<file path="src/rtl/count_seq_pkg.sv">
// count_seq_pkg: state encoding and defaults shared by the count_sequencer slice
package count_seq_pkg;
  localparam logic [2:0] ST_IDLE  = 3'd0;
  localparam logic [2:0] ST_ARMED = 3'd1;
  localparam logic [2:0] ST_RUN   = 3'd2;
  localparam logic [2:0] ST_HOLD  = 3'd3;
  localparam logic [2:0] ST_DONE  = 3'd4;
  localparam int RCNT_W_DEF = 8;
endpackage

</file>
<file path="src/rtl/count_datapath.sv">
// count_datapath: count register with load/advance, N+1-bit adder and terminal compare
module count_datapath #(
  parameter int N      = 32,
  parameter int STEP_W = 8
) (
  input  logic              clk,
  input  logic              rst,
  input  logic              load,
  input  logic              advance,
  input  logic [N-1:0]      load_val,
  input  logic [N-1:0]      limit,
  input  logic [STEP_W-1:0] step,
  output logic [N-1:0]      count,
  output logic              terminal
);
  logic [N:0] sum;
  // the extra carry bit makes a wrap past all-ones count as reaching the limit
  assign sum      = {1'b0, count} + (N+1)'(step);
  assign terminal = sum >= {1'b0, limit};
  always_ff @(posedge clk)
    if (rst) count <= '0;
    else if (load) count <= load_val;
    else if (advance) count <= sum[N-1:0];
endmodule

</file>
<file path="src/rtl/count_sequencer.sv">
// count_sequencer: run controller sequencing config load -> count -> terminal for a loadable counter
module count_sequencer
  import count_seq_pkg::*;
#(
  parameter int N      = 32,
  parameter int STEP_W = 8,
  parameter int RCNT_W = RCNT_W_DEF
) (
  input  logic              clk,
  input  logic              rst,
  input  logic              cfg_valid,
  output logic              cfg_ready,
  input  logic [N-1:0]      cfg_seed,
  input  logic [N-1:0]      cfg_limit,
  input  logic [STEP_W-1:0] cfg_step,
  input  logic              cfg_reload,
  input  logic              go,
  input  logic              pause,
  input  logic              abort,
  output logic [N-1:0]      count,
  output logic              busy,
  output logic              done,
  output logic [RCNT_W-1:0] reload_cnt
);
  logic [2:0]        state, nxt;
  logic [N-1:0]      seed_r, limit_r;
  logic [STEP_W-1:0] step_r;
  logic              reload_r, take, act, hit, terminal;
  assign cfg_ready = state == ST_IDLE;
  assign busy      = state == ST_RUN || state == ST_HOLD;
  assign take      = cfg_valid && cfg_ready;
  assign act       = state == ST_RUN && !abort && !pause;
  assign hit       = act && terminal;
  count_datapath #(.N(N), .STEP_W(STEP_W)) u_dp (
    .clk      (clk),
    .rst      (rst),
    .load     (take || hit),
    .advance  (act && !terminal),
    .load_val (take ? cfg_seed : reload_r ? seed_r : limit_r),
    .limit    (limit_r),
    .step     (step_r),
    .count    (count),
    .terminal (terminal)
  );
  always_comb begin
    nxt = ST_IDLE;
    case (state)
      ST_IDLE:  nxt = take ? ST_ARMED : ST_IDLE;
      ST_ARMED: nxt = abort ? ST_IDLE : go ? ST_RUN : ST_ARMED;
      ST_RUN:   nxt = abort ? ST_IDLE : pause ? ST_HOLD : (terminal && !reload_r) ? ST_DONE : ST_RUN;
      ST_HOLD:  nxt = abort ? ST_IDLE : pause ? ST_HOLD : ST_RUN;
      default:  nxt = ST_IDLE;
    endcase
  end
  always_ff @(posedge clk)
    if (rst) begin
      state      <= ST_IDLE;
      seed_r     <= '0;
      limit_r    <= '0;
      step_r     <= '0;
      reload_r   <= 1'b0;
      done       <= 1'b0;
      reload_cnt <= '0;
    end else begin
      state <= nxt;
      done  <= hit;
      if (take) begin
        seed_r     <= cfg_seed;
        limit_r    <= cfg_limit;
        step_r     <= cfg_step;
        reload_r   <= cfg_reload;
        reload_cnt <= '0;
      end else if (hit && reload_r && reload_cnt != '1)
        reload_cnt <= reload_cnt + RCNT_W'(1);
    end
endmodule

</file>
<file path="config.mk">
export PLATFORM = sky130hd
export DESIGN_NAME = count_sequencer
export DESIGN_NICKNAME = d
export VERILOG_FILES = /design/src/rtl/count_seq_pkg.sv /design/src/rtl/count_datapath.sv /design/src/rtl/count_sequencer.sv
export SDC_FILE = /design/constraint.sdc
export NUM_CORES = 1
export LEC_CHECK = 0
export BUFFER_PORTS_ARGS = -buffer_cell sky130_fd_sc_hd__buf_2
export CORE_MARGIN = 4
export CORE_UTILIZATION = 35
export CTS_CLUSTER_SIZE = 12
export DETAILED_ROUTE_END_ITERATION = 10
export SKIP_CTS_REPAIR_TIMING = 1
export SYNTH_ARGS = -nofsm -noshare
export SYNTH_HDL_FRONTEND = slang
export SYNTH_SLANG_ARGS = --single-unit
</file>
<file path="constraint.sdc">
create_clock -name clk -period 5 [get_ports clk]
set_input_delay 0.5 -clock clk [delete_from_list [all_inputs] [get_ports clk]]
set_output_delay 0.5 -clock clk [all_outputs]
set_load 0.01 [all_outputs]
</file>
# After elaboration in Yosys (flattened, before gate mapping)
# Index checks and enable logic that the tools add are counted.
# word_totals
register_bits	117
wordCells	45
# classes
n_reduce_logical	17
n_eq_ne	4
n_mux	13
add_sub_neg	2
n_lt_le_gt_ge	1
# ops
operator	n
two-way mux 32 bit	4
adder 32 x 8 -> 33 bit	1
>= comparator 33 x 32 -> 1 bit	1
case mux 3 bit (4 select lines)	1
two-way mux 3 bit	3
adder 8 x 1 -> 8 bit, second input constant	1
logical AND 1 bit	8
!= test 8 bit, second input constant	1
equality test 3 x 2 -> 1 bit, second input constant	2
two-way mux 2 bit	3
zero test 1 bit	4
equality test 3 x 1 -> 1 bit, second input constant	1
zero test 3 bit	1
logical OR 1 bit	2
two-way mux 1 bit	2
nonzero test 2 bit	1
OR reduction 2 bit	1

# Depth between registers and ports, before layout
# Gate-level depths: netlist of the first run.
# depth
ltp_word	7
depth_mapped	20
ltp_nobuf	17

# By module
# From an unflattened synthesis of the first run, not the netlist that was laid out.
# hier_totals
hier_cells	911
area_unflattened_um2	6974.2
# modules_own_cells
mod	n_inst	cells_each	area_per_inst_um2
count_sequencer	1	461	3604.7
count_datapath	1	450	3369.5

# Worst setup path after synthesis of the first run
# No wires, ideal clock.
# synth_timing
path_type	register to register
start	register u_dp.count[4]
end	register u_dp.count[15]
arrival_ns	4.240
path_slack_ns	0.638
path_buffers	1
synth_period_minus_slack_ns	4.362
stages_incl_launch_ff	18
setup_time_ns	0.122
required_ns	4.878
cell_sequence	dfxtp_1 ha_1 and3_1 a221o_1 o311ai_0 nor2_1 and3_1 xor2_1 ha_1 a211oi_1 o21ai_0 a21oi_1 nand2_1 a221oi_2 clkbuf_1 o211ai_1 o2111a_1 a311o_1
# synth_between
elab_chain_len	5
elab_cells_between_ends	9
classes_between	add/sub (1); order compare (1); mux (2); reduce/logical (5)
# synth_rtl
item	line_no	source
start: declaration	count_datapath.sv:13	output logic [N-1:0] count,
start signal: assignment	count_datapath.sv:22	else if (load) count <= load_val;
start signal: assignment	count_datapath.sv:23	else if (advance) count <= sum[N-1:0];
adder 32 x 8 -> 33 bit (*)	count_datapath.sv:18	assign sum = {1'b0, count} + (N+1)'(step);
>= comparator 33 x 32 -> 1 bit	count_datapath.sv:19	assign terminal = sum >= {1'b0, limit};
logical AND 1 bit or zero test 1 bit (tied branches)	count_sequencer.sv:33, count_sequencer.sv:38	
logical OR 1 bit or logical AND 1 bit (tied branches)	count_sequencer.sv:37, count_sequencer.sv:38	
two-way mux 32 bit or nonzero test 2 bit (tied branches)	n/a	
# Every way passes the cells marked *; elsewhere a longest branch is shown, timed or not. The select of a mux whose other input is x is not followed.
# A chain may end at the register's enable or synchronous reset.

# Final worst setup path of the first run
# Same ends and word-level chain as after synthesis.

==> results of run 1 <==
-- layer usage --
layer,track usage,up-vias,wire length (µm)
met3,0.0478,15,1170
li1,-,3252,-
met1,0.246,2951,9300
met2,0.312,156,9490
met4,0.0466,0,198
met5,0,-,0
-- area by class of cell --
type                    count  area (µm²)  share of cell area
multi-input cells         659        4000               0.489
flip-flops and latches    117        2340               0.287
repair buffers            139         756              0.0925
clock buffers              22         464              0.0568
well taps                 234         293              0.0358
clock inverters             9         175              0.0214
inverters                  38         143              0.0175
-- kinds of logic after synthesis --
group | share of synthesized area
DFF | 0.350
muxes | 0.0463
AOI/OAI and AO/OA | 0.205
xor gates and xnor gates | 0.0445
adders and majority gates | 0.0796
buffers and inverters | 0.0564
and+or+nand+nor | 0.219
-- stage by stage --
stage / power [mW] / util / hold WS, ns
2_1_floorplan: 1.48 / - / 0.436
3_3_place_gp: 1.69 / 0.401 / 0.442
3_5_place_dp: 1.69 / 0.401 / 0.447
4_1_cts: 3.04 / 0.435 / 0.304
5_1_grt: 3.17 / 0.435 / 0.319
6_report: 3.01 / 0.435 / 0.313
-- where the power goes --
group	internal, mW	switching, mW
Sequential	0.997	0.0587
Combinational	0.244	0.377
Clock	0.905	0.432
Total	2.15	0.867
-- worst reg2reg max path, delay by kind of cell, from the launching register on --
| kind | cells | cell delay [ns] |
|---|---|---|
| compound gates | 7 | 1.81 |
| xor+xnor | 1 | 0.09 |
| fa+ha+maj | 2 | 0.69 |
| buf+inv | 1 | 0.19 |
| flops | 1 | 0.33 |
| simple gates | 6 | 1.40 |
-- synth_stat cells, drive strengths merged, types with 13 or more instances --
master | number | area share
nand2 | 202 | 0.11
nand3 | 35 | 0.027
ha | 41 | 0.077
inv | 38 | 0.021
a31oi | 15 | 0.014
nor2 | 41 | 0.023
mux2i | 31 | 0.046
xnor2 | 28 | 0.037
o21ai | 37 | 0.028
a211oi | 13 | 0.015
clkbuf | 49 | 0.028
dfxtp | 117 | 0.35
a21oi | 101 | 0.075
-- registers in the layout, indices dropped and copies added (netlist names) --
signal and cells:
limit_r 32, seed_r 32, u_dp.count 32, reload_cnt 8, step_r 8, state 3
done 1, reload_r 1
-- worst max path at each step --
stage / start / to / slack (ns) / cells past startpoint
2_1_floorplan: u_dp.count[4] / u_dp.count[15] / 0.64 / 17
3_3_place_gp: u_dp.count[7] / u_dp.count[15] / 0.33 / 17
3_5_place_dp: u_dp.count[7] / u_dp.count[15] / 0.13 / 17
4_1_cts: u_dp.count[7] / u_dp.count[15] / 0.12 / 17
5_1_grt: u_dp.count[7] / u_dp.count[18] / 0.04 / 17
6_report: u_dp.count[4] / u_dp.count[15] / 0.40 / 17
==> summary.txt, run 1 <==
Buffers plus inverters on the worst setup path -> 1
Clk buf depth -> 2
Outcome -> complete, no violations
Ys async rst share -> 0
WL/cell -> 16.6 µm
Layout Cells excl Fill -> 1,218
Final hold violations -> 0
Critical-path top delay cell -> nor4_1
# setup viols final -> 0
Synthesized netlist net count -> 991
Port-buffer cells -> 121
Max_slew headroom -> 0.398
Critical path startpoint category -> register
Layout cells sized above 1 -> 0.188
Number of core rows -> 50
Final worst slack -> 0.396 ns
Worst-path clk slew -> 0.05 ns
Post-layout min period -> 4.60 ns
Worst VDD drop -> 0.225 mV
DPL Wire Length -> 14.2 mm
Initial core utilization -> 0.357
Slowest stage delay, CP -> 0.42 ns
Hold Path Sink -> limit_r[29]
Cell variety after synth -> 61
Setup tns final -> 0 ns
Vias in the first global route -> 6,236
Core ar. -> 18,800 µm²
Fillers -> 1,975
Initial antenna violation count -> 0
Data required time of the worst path -> 5.30 ns
Vias -> 6,374
Crit Reg-Reg Endpoint -> u_dp.count[15]
Final period util -> 0.921
First-pass GRT wire length -> 32.7 mm
Total Nets Final -> 1,093
DP Area -> 7530 µm²
Antenna Nets Post-Route -> 0
Arr. time, crit path -> 4.91 ns
Worst Tran Pin Value -> 0.901 ns
Sequential area share after synthesis -> 0.350
Post-synth top flop -> dfxtp_1
Pwr dens -> 369 nW/µm²
Final non-filler cell area -> 8170 µm²
Largest net degree at the start of global routing -> 67
Ys Warns -> 0
Cell Area, Synth -> 6700 µm²
H-tree levels -> 4
# IOs -> 122
GRT Overall Usage -> 0.188
Kind of critical path -> reg -> reg
Flops & latches, synth -> 117
Setup crit end kind -> register
Pins Over Slew Limit -> 0
Min-Delay Startpoint -> cfg_limit[29]
Number of flops mapped to enable cells by yosys -> 0
Routed WL -> 20.2 mm
TritonCTS buffer count -> 17
Via density -> 5.23
Most frequent cells in the layout -> 200 x nand2_1, 120 x buf_2, 116 x dfxtp_1
CTS tree -> done
Die height -> 146 µm
RSZ-0062 raised after global routing -> no
Leading cell type in the layout, fill and taps excluded -> nand2_1
Reg2reg path depth -> 17
Final RePlAce weighted congestion -> 0.842
Die Area -> 21,400 µm²
Max-Cap Viols -> 0
Max frequency -> 0.217 GHz
Worst r2r src -> u_dp.count[4]
# placed instances -> 1,187
Router iterations before antenna repair -> 6
Syn Inst Count -> 870
Cell family with most CP delay -> compound AO/OA/AOI/OAI gates
CTS root buf -> clkbuf_16
Final clock skew -> 0.00686 ns
Overall die width -> 146 µm
Clock sinks -> 117
Synth Area per Inst -> 7.70 µm²
Reg2reg setup slack -> 0.40 ns
Min-Delay Path Depth -> 3
Critical path, cell by cell -> ha_1, and3_1, a221o_1, o311ai_1, nor2_2, nand4_1, xnor2_1, ha_1, nand4_1, nor4_1, o21ai_0, a31oi_1, a41oi_4, and2_1, buf_4, o2111a_1, a311o_1
Hold Crit Class -> in -> reg
P_leak -> 3.38 nW
Skew-Pair Late Insertion Delay -> 0.42 ns
Post-Place Setup Slack -> 0.135 ns
Max FO, Critical Path -> 10
DR iter-0 viols -> 324
DRC viols -> 0
Gr ovfl total -> 0
Synth-to-Final Area Change -> 22.0%
Diodes inserted -> 0
No activity file was read; power rests on OpenSTA's default activity.
==> run 2: changes to the inputs <==
ABC_AREA = 1   (was not set)
CTS_BUF_LIST = sky130_fd_sc_hd__clkbuf_16   (was not set)
SLEW_MARGIN = 20   (was not set)
==> run 2 against run 1 <==
Critical path type unchanged. Setup slack better by 0.46 ns. Hold slack better by 0.0035 ns. Cell count is 21% higher. Clock-buffer cell count is 5 lower. Die area is 8.3% higher. Largest power group unchanged. Utilization is 1.3 points lower.
==> summary.txt, run 2 <==
Top layer in use -> met4
Router iterations before antenna repair -> 5 (-1)
Final clock skew -> 0.0121 ns (+0.00520 ns)
Final core utilization -> 0.423 (-0.0127)
Critical-path top delay cell -> a21oi_4
Slowest stage delay, CP -> 0.65 ns (+0.23 ns)
Port-buffer cells -> 121 (unchanged)
Routed WL -> 21.7 mm (+7.6%)
Final period util -> 0.829 (-0.0914)
Outcome -> complete, no violations
Arr. time, crit path -> 4.52 ns (-0.39 ns)
Cell family with most CP delay -> simple AND/OR/NAND/NOR gates
Initial antenna violation count -> 0 (unchanged)
Syn Inst Count -> 1,097 (+26%)
Synthesized netlist net count -> 1,218 (+23%)
Tot Pwr -> 2.82 mW (-6.3%)
# IOs -> 122 (unchanged)
Critical path startpoint category -> register
Cell variety after synth -> 42 (-31%)
Core ar. -> 20,400 µm² (+8.5%)
Max_slew headroom -> 0.365 (-0.0325)
Cell Area, Synth -> 7280 µm² (+8.7%)
Antenna Nets Post-Route -> 0 (unchanged)
Commonest cells in the netlist -> 325 x nand2_1, 161 x inv_1, 117 x dfxtp_1, 94 x o21ai_0, 91 x a21oi_1
Ys Warns -> 0 (unchanged)
Largest registers -> limit_r (32), seed_r (32), u_dp.count (32)
Post-layout min period -> 4.15 ns (-0.457 ns)
Worst Tran Pin Value -> 0.950 ns (+0.0486 ns)
Hold Crit Class -> in -> reg
Die height -> 152 µm (+4.0%)
DPL Wire Length -> 16.0 mm (+13%)
Max-Cap Viols -> 0 (unchanged)
P_leak -> 4.23 nW (+25%)
Reg2reg setup slack -> 0.85 ns (+0.46 ns)
Via density -> 4.82 (-8.0%)
CTS root buf -> clkbuf_16
DR iter-0 viols -> 465 (+44%)
Sequential area share after synthesis -> 0.322 (-0.0281)
Data required time of the worst path -> 5.37 ns (+0.07 ns)
Leading cell type in the layout, fill and taps excluded -> nand2_1
Buffers plus inverters on the worst setup path -> 2 (+1)
TritonCTS buffer count -> 17 (unchanged)
Diodes inserted -> 0 (unchanged)
Leading area contributor after synthesis -> dfxtp_1
Vias in the first global route -> 6,834 (+9.6%)
Clk buf depth -> 2 (unchanged)
Post-synth top flop -> dfxtp_1
Final RePlAce weighted congestion -> 0.938 (+11%)
Layout cells sized above 1 -> 0.162 (-0.0259)
Most frequent cells in the layout -> 324 x nand2_1, 160 x inv_1, 121 x buf_2
Pwr dens -> 328 nW/µm² (-11%)
Clock sinks -> 117 (unchanged)
# placed instances -> 1,447 (+22%)
Most used cell, CP -> nand2_1
H-tree levels -> 4 (unchanged)
Gr ovfl total -> 0 (unchanged)
Number of flops mapped to enable cells by yosys -> 0 (unchanged)
CTS tree -> done
# setup viols final -> 0 (unchanged)
Detail Route met3 WL -> 1.10 mm (-6.1%)
Top post-synthesis cells by area -> dfxtp_1 32%, nand2_1 17%, inv_1 8.3%
Die Area -> 23,200 µm² (+8.3%)
Vias -> 7,123 (+12%)
Worst VDD drop -> 0.214 mV (-5.0%)
Layout Cells excl Fill -> 1,479 (+21%)
Overall die width -> 152 µm (+4.0%)
Skew-Pair Late Insertion Delay -> 0.42 ns (about the same)
Pins Over Slew Limit -> 0 (unchanged)
Largest net degree at the start of global routing -> 64 (-4.5%)
Most frequent cell after synthesis -> nand2_1
GRT Overall Usage -> 0.187 (-0.000725)
Total Nets Final -> 1,317 (+20%)
Setup tns final -> 0 ns (unchanged)
Max FO, Critical Path -> 26 (+16)
Final hold violations -> 0 (unchanged)
Metal2 WL -> 10.1 mm (+6.4%)
Initial core utilization -> 0.358 (+0.000776)
WL/cell -> 14.7 µm (-11%)
Synth Area per Inst -> 6.64 µm² (-14%)
Worst-path clk slew -> 0.06 ns (about the same)
Kind of critical path -> reg -> reg
Setup crit end kind -> register
Number of core rows -> 52 (+4.0%)
Post-synth top area share -> 0.322 (-0.0281)
RSZ-0062 raised after global routing -> no
M1 WL -> 10.1 mm (+8.3%)
First-pass GRT wire length -> 35.2 mm (+7.8%)
DRC viols -> 0 (unchanged)
Flops & latches, synth -> 117 (unchanged)
Ys async rst share -> 0 (unchanged)
Synth-to-Final Area Change -> 18.2%
Max frequency -> 0.241 GHz (+11%)
-- run 2: changes by cell type in the layout (fill, tap and decap cells not counted), moves of 27 or more --
cell	delta
nand2_1	+124
inv_1	+122
o21ai_0	+58
mux2i_1	-31
nand3_1	+27
-- run 2: metrics by stage --
step                hold slack, ns  setup WS [ns]  instance area [µm²]
CTS                          0.303          0.870                 8600
finish                       0.317          0.853                 8610
global route                 0.321          0.454                 8610
detailed placement           0.455          0.887                 8050
global placement             0.449          0.962                 8050
floorplan                    0.442           1.57                 7280
-- run 2: per-layer routing --
layer | vias up | track usage
li1 | 3705 | -
met1 | 3224 | 0.246
met2 | 166 | 0.308
met3 | 28 | 0.0409
met4 | 0 | 0.0586
met5 | - | 0
-- run 2: path summary, 6_finish.rpt --
kind,start,to,cells past startpoint
worst max-delay path,u_dp.count[0],u_dp.count[31],28
worst min-delay path,cfg_limit[29],limit_r[29],3
worst max register to register,u_dp.count[0],u_dp.count[31],28
worst min register to register,seed_r[14],seed_r[14],2
-- run 2: power by group --
| part | switching [mW] | internal [mW] |
|---|---|---|
| combinational | 0.386 | 0.220 |
| clock | 0.476 | 0.683 |
| sequential | 0.0590 | 1.00 |
| total | 0.921 | 1.90 |
-- run 2: logic make-up (layout without fill, tap and decap cells) --
| kind of cell | count (synthesis) | count (layout) | share of synthesized area |
|---|---|---|---|
| AO/OA/AOI/OAI | 210 | 210 | 0.153 |
| AND/OR/NAND/NOR | 478 | 478 | 0.291 |
| XOR/XNOR | 34 | 34 | 0.0409 |
| flip-flops | 117 | 117 | 0.322 |
| adder cells (fa/ha/maj) | 42 | 42 | 0.0732 |
| buffers and inverters | 216 | 328 | 0.121 |
-- run 2: final cells by class --
cell class / instances / area, µm²
clock buffers: 17 / 425
fillers: 2159 / 11800
multi-input cells: 764 / 4070
inverters: 167 / 632
repair buffers: 129 / 666
clock inverters: 15 / 134
well taps: 270 / 338
flip-flops and latches: 117 / 2340
-- run 2: worst register-to-register path, delay by kind of cell, from the launching register on --
| family | cells | cell delay [ns] |
|---|---|---|
| XOR/XNOR | 1 | 0.14 |
| flip-flops | 1 | 0.32 |
| buffers and inverters | 2 | 0.16 |
| adder cells (fa/ha/maj) | 3 | 0.94 |
| AND/OR/NAND/NOR | 21 | 1.90 |
| AO/OA/AOI/OAI | 1 | 0.65 |
==> run 3: changes to the inputs <==
ABC_AREA = 0   (was 1)
clock period = 4 ns   (was 5 ns; I/O delays follow)
==> run 3 against run 2 <==
The run now ends with negative setup slack left. Clock skew down 0.0039 ns. Design area is 6.1% higher. First-iteration DRC count is 23% lower. Utilization is 6.4 points higher. Critical path depth down 9. Hold slack lost 0.10 ns. Cell count fell by 12%. Total power increased by 37%. Via count shrank 4.6%. Setup slack got worse by 1.1 ns. Die area shrank 7.6%. Sequential share of layout area down 1.5 points.
==> summary.txt, run 3 (synthesized netlist as in run 1, its figures left out) <==
H-tree levels -> 4 (unchanged)
Fillers -> 1,865 (-14%)
GRT Overall Usage -> 0.193 (+0.00542)
Reg power frac -> 0.339 (-0.036)
Worst Tran Pin Value -> 0.854 ns (-0.0959 ns)
P_leak -> 3.86 nW (-8.7%)
Initial antenna violation count -> 0 (unchanged)
CTS root buf -> clkbuf_16
Router iterations before antenna repair -> 5 (unchanged)
# IOs -> 122 (unchanged)
Largest registers -> limit_r (32), seed_r (32), u_dp.count (32)
WL/cell -> 16.2 µm (+10%)
Pins Over Slew Limit -> 0 (unchanged)
Area taken by flip-flops and latches -> 2350 µm² (+0.32%)
Max FO, Critical Path -> 7 (-73%)
Most frequent cells in the layout -> 197 x nand2_1, 120 x buf_2, 113 x dfxtp_1
Arr. time, crit path -> 4.59 ns (+0.07 ns)
Die Area -> 21,400 µm² (-7.6%)
Largest net degree at the start of global routing -> 65 (+1.6%)
Final clock skew -> 0.00820 ns (-0.00386 ns)
DRC viols -> 0 (unchanged)
Max_slew headroom -> 0.429 (+0.0641)
Outcome -> finished, violations left
Layout Cells excl Fill -> 1,299 (-12%)
Leading cell type in the layout, fill and taps excluded -> nand2_1
TritonCTS buffer count -> 17 (unchanged)
CTS tree -> done
Die height -> 146 µm (-3.9%)
Buffers plus inverters on the worst setup path -> 2 (unchanged)
P_int -> 2.72 mW (+43%)
First-pass GRT wire length -> 33.8 mm (-4.1%)
Gr ovfl total -> 0 (unchanged)
Number of core rows -> 50 (-3.8%)
Final RePlAce weighted congestion -> 0.852 (-9.2%)
Clk buf depth -> 2 (unchanged)
# setup viols final -> 30 (+30)
Slowest stage delay, CP -> 0.53 ns (-0.12 ns)
Skew-Pair Late Insertion Delay -> 0.42 ns (about the same)
Diodes inserted -> 0 (unchanged)
Critical path, cell by cell -> ha_4, fa_2, a21o_1, a22o_4, o31ai_4, buf_4, nor2b_4, nand4_1, xnor2_2, ha_1, a211oi_2, o21ai_1, a21oi_2, nand2_2, a221oi_4, buf_6, nand3_4, or4_1, a31oi_1
Setup crit end kind -> register
Pwr dens -> 425 nW/µm² (+29%)
Clock sinks -> 117 (unchanged)
Worst-path clk slew -> 0.05 ns (about the same)
Critical path startpoint category -> register
DPL Wire Length -> 14.9 mm (-7.4%)
Metal2 WL -> 9.92 mm (-1.8%)
Switch share -> 0.299 (-0.0267)
Kind of critical path -> reg -> reg
Vias -> 6,794 (-4.6%)
Routed WL -> 21.0 mm (-3.1%)
Post-layout min period -> 4.25 ns (+0.101 ns)
Top layer in use -> met4
Port-buffer cells -> 121 (unchanged)
Max-Cap Viols -> 0 (unchanged)
Hold Crit Class -> in -> reg
Synth-to-Final Area Change -> 36.3%
Vias in the first global route -> 6,763 (-1.0%)
Overall die width -> 146 µm (-3.9%)
Tot Pwr -> 3.88 mW (+37%)
Min Hold Slack -> 0.216 ns (-0.100 ns)
Cell family with most CP delay -> compound AO/OA/AOI/OAI gates
Multi-input gate area -> 4340 µm² (+6.5%)
Detail Route met3 WL -> 1.10 mm (about the same)
Max frequency -> 0.235 GHz (-2.4%)
RSZ-0062 raised after global routing -> yes
Clk pwr share -> 0.403 (-0.008)
Antenna Nets Post-Route -> 0 (unchanged)
# placed instances -> 1,254 (-13%)
Critical-path top delay cell -> or4_1
Core ar. -> 18,800 µm² (-7.8%)
Layout cells sized above 1 -> 0.294 (+0.132)
Total Nets Final -> 1,173 (-11%)
Initial core utilization -> 0.357 (-0.000776)
M1 WL -> 9.51 mm (-5.5%)
Failing checks -> negative setup slack
Data required time of the worst path -> 4.34 ns (-1.03 ns)
Comb pwr share -> 0.258 (+0.043)
Final hold violations -> 0 (unchanged)
Sw Pwr -> 1.16 mW (+26%)
Worst VDD drop -> 0.293 mV (+37%)
Via density -> 5.23 (+8.6%)
Final period util -> 1.06 (+0.233)
DR iter-0 viols -> 358 (-23%)
Final worst slack -> -0.249 ns (-1.10 ns)
[run 3: routing by layer]
metal	global-route usage	up-vias
li1	-	3407
met1	0.246	3180
met2	0.320	177
met3	0.0444	30
met4	0.0682	0
met5	0	-
[run 3: final cells by class]
type	instances	share of cell area
multi-input combinational	659	0.475
timing repair buffer	219	0.155
tap	234	0.0321
clock buffer	17	0.0466
inverter	38	0.0156
clock inverter	15	0.0186
sequential	117	0.257
[run 3: final timing paths]
| path | start | endpoint | slack [ns] | cells past startpoint |
|---|---|---|---|---|
| min | cfg_limit[2] | limit_r[2] | 0.22 | 3 |
| max reg2reg | u_dp.count[0] | u_dp.count[10] | -0.25 | 19 |
| min reg2reg | seed_r[9] | seed_r[9] | 0.45 | 2 |
| max | u_dp.count[0] | u_dp.count[10] | -0.25 | 19 |
[run 3: power by group through the flow]
stage	clock (mW)	combinational (mW)	sequential (mW)
detailed placement	0	0.896	1.33
global placement	0	0.893	1.33
global route	1.64	1.11	1.32
CTS	1.58	0.903	1.31
floorplan	0	0.526	1.34
finish	1.56	1.00	1.31
[run 3: metrics by stage]
step	TNS (ns)	setup WS, ns	util	area, µm²
2_1_floorplan	-0.586	-0.119	-	6740
3_3_place_gp	-9.01	-0.331	0.431	8090
3_5_place_dp	-14.36	-0.506	0.431	8090
4_1_cts	-15.49	-0.508	0.463	8680
5_1_grt	-10.73	-0.463	0.487	9130
6_report	-2.82	-0.249	0.487	9130
[run 3: worst register-to-register path, stage by stage, from the launching register on]
cell      delay (ns)
dfxtp_4         0.35
ha_4            0.16
fa_2            0.34
a21o_1          0.21
a22o_4          0.27
o31ai_4         0.20
buf_4           0.16
nor2b_4         0.05
nand4_1         0.14
xnor2_2         0.10
ha_1            0.33
a211oi_2        0.18
o21ai_1         0.11
a21oi_2         0.21
nand2_2         0.09
a221oi_4        0.31
buf_6           0.15
nand3_4         0.11
or4_1           0.53
a31oi_1         0.17
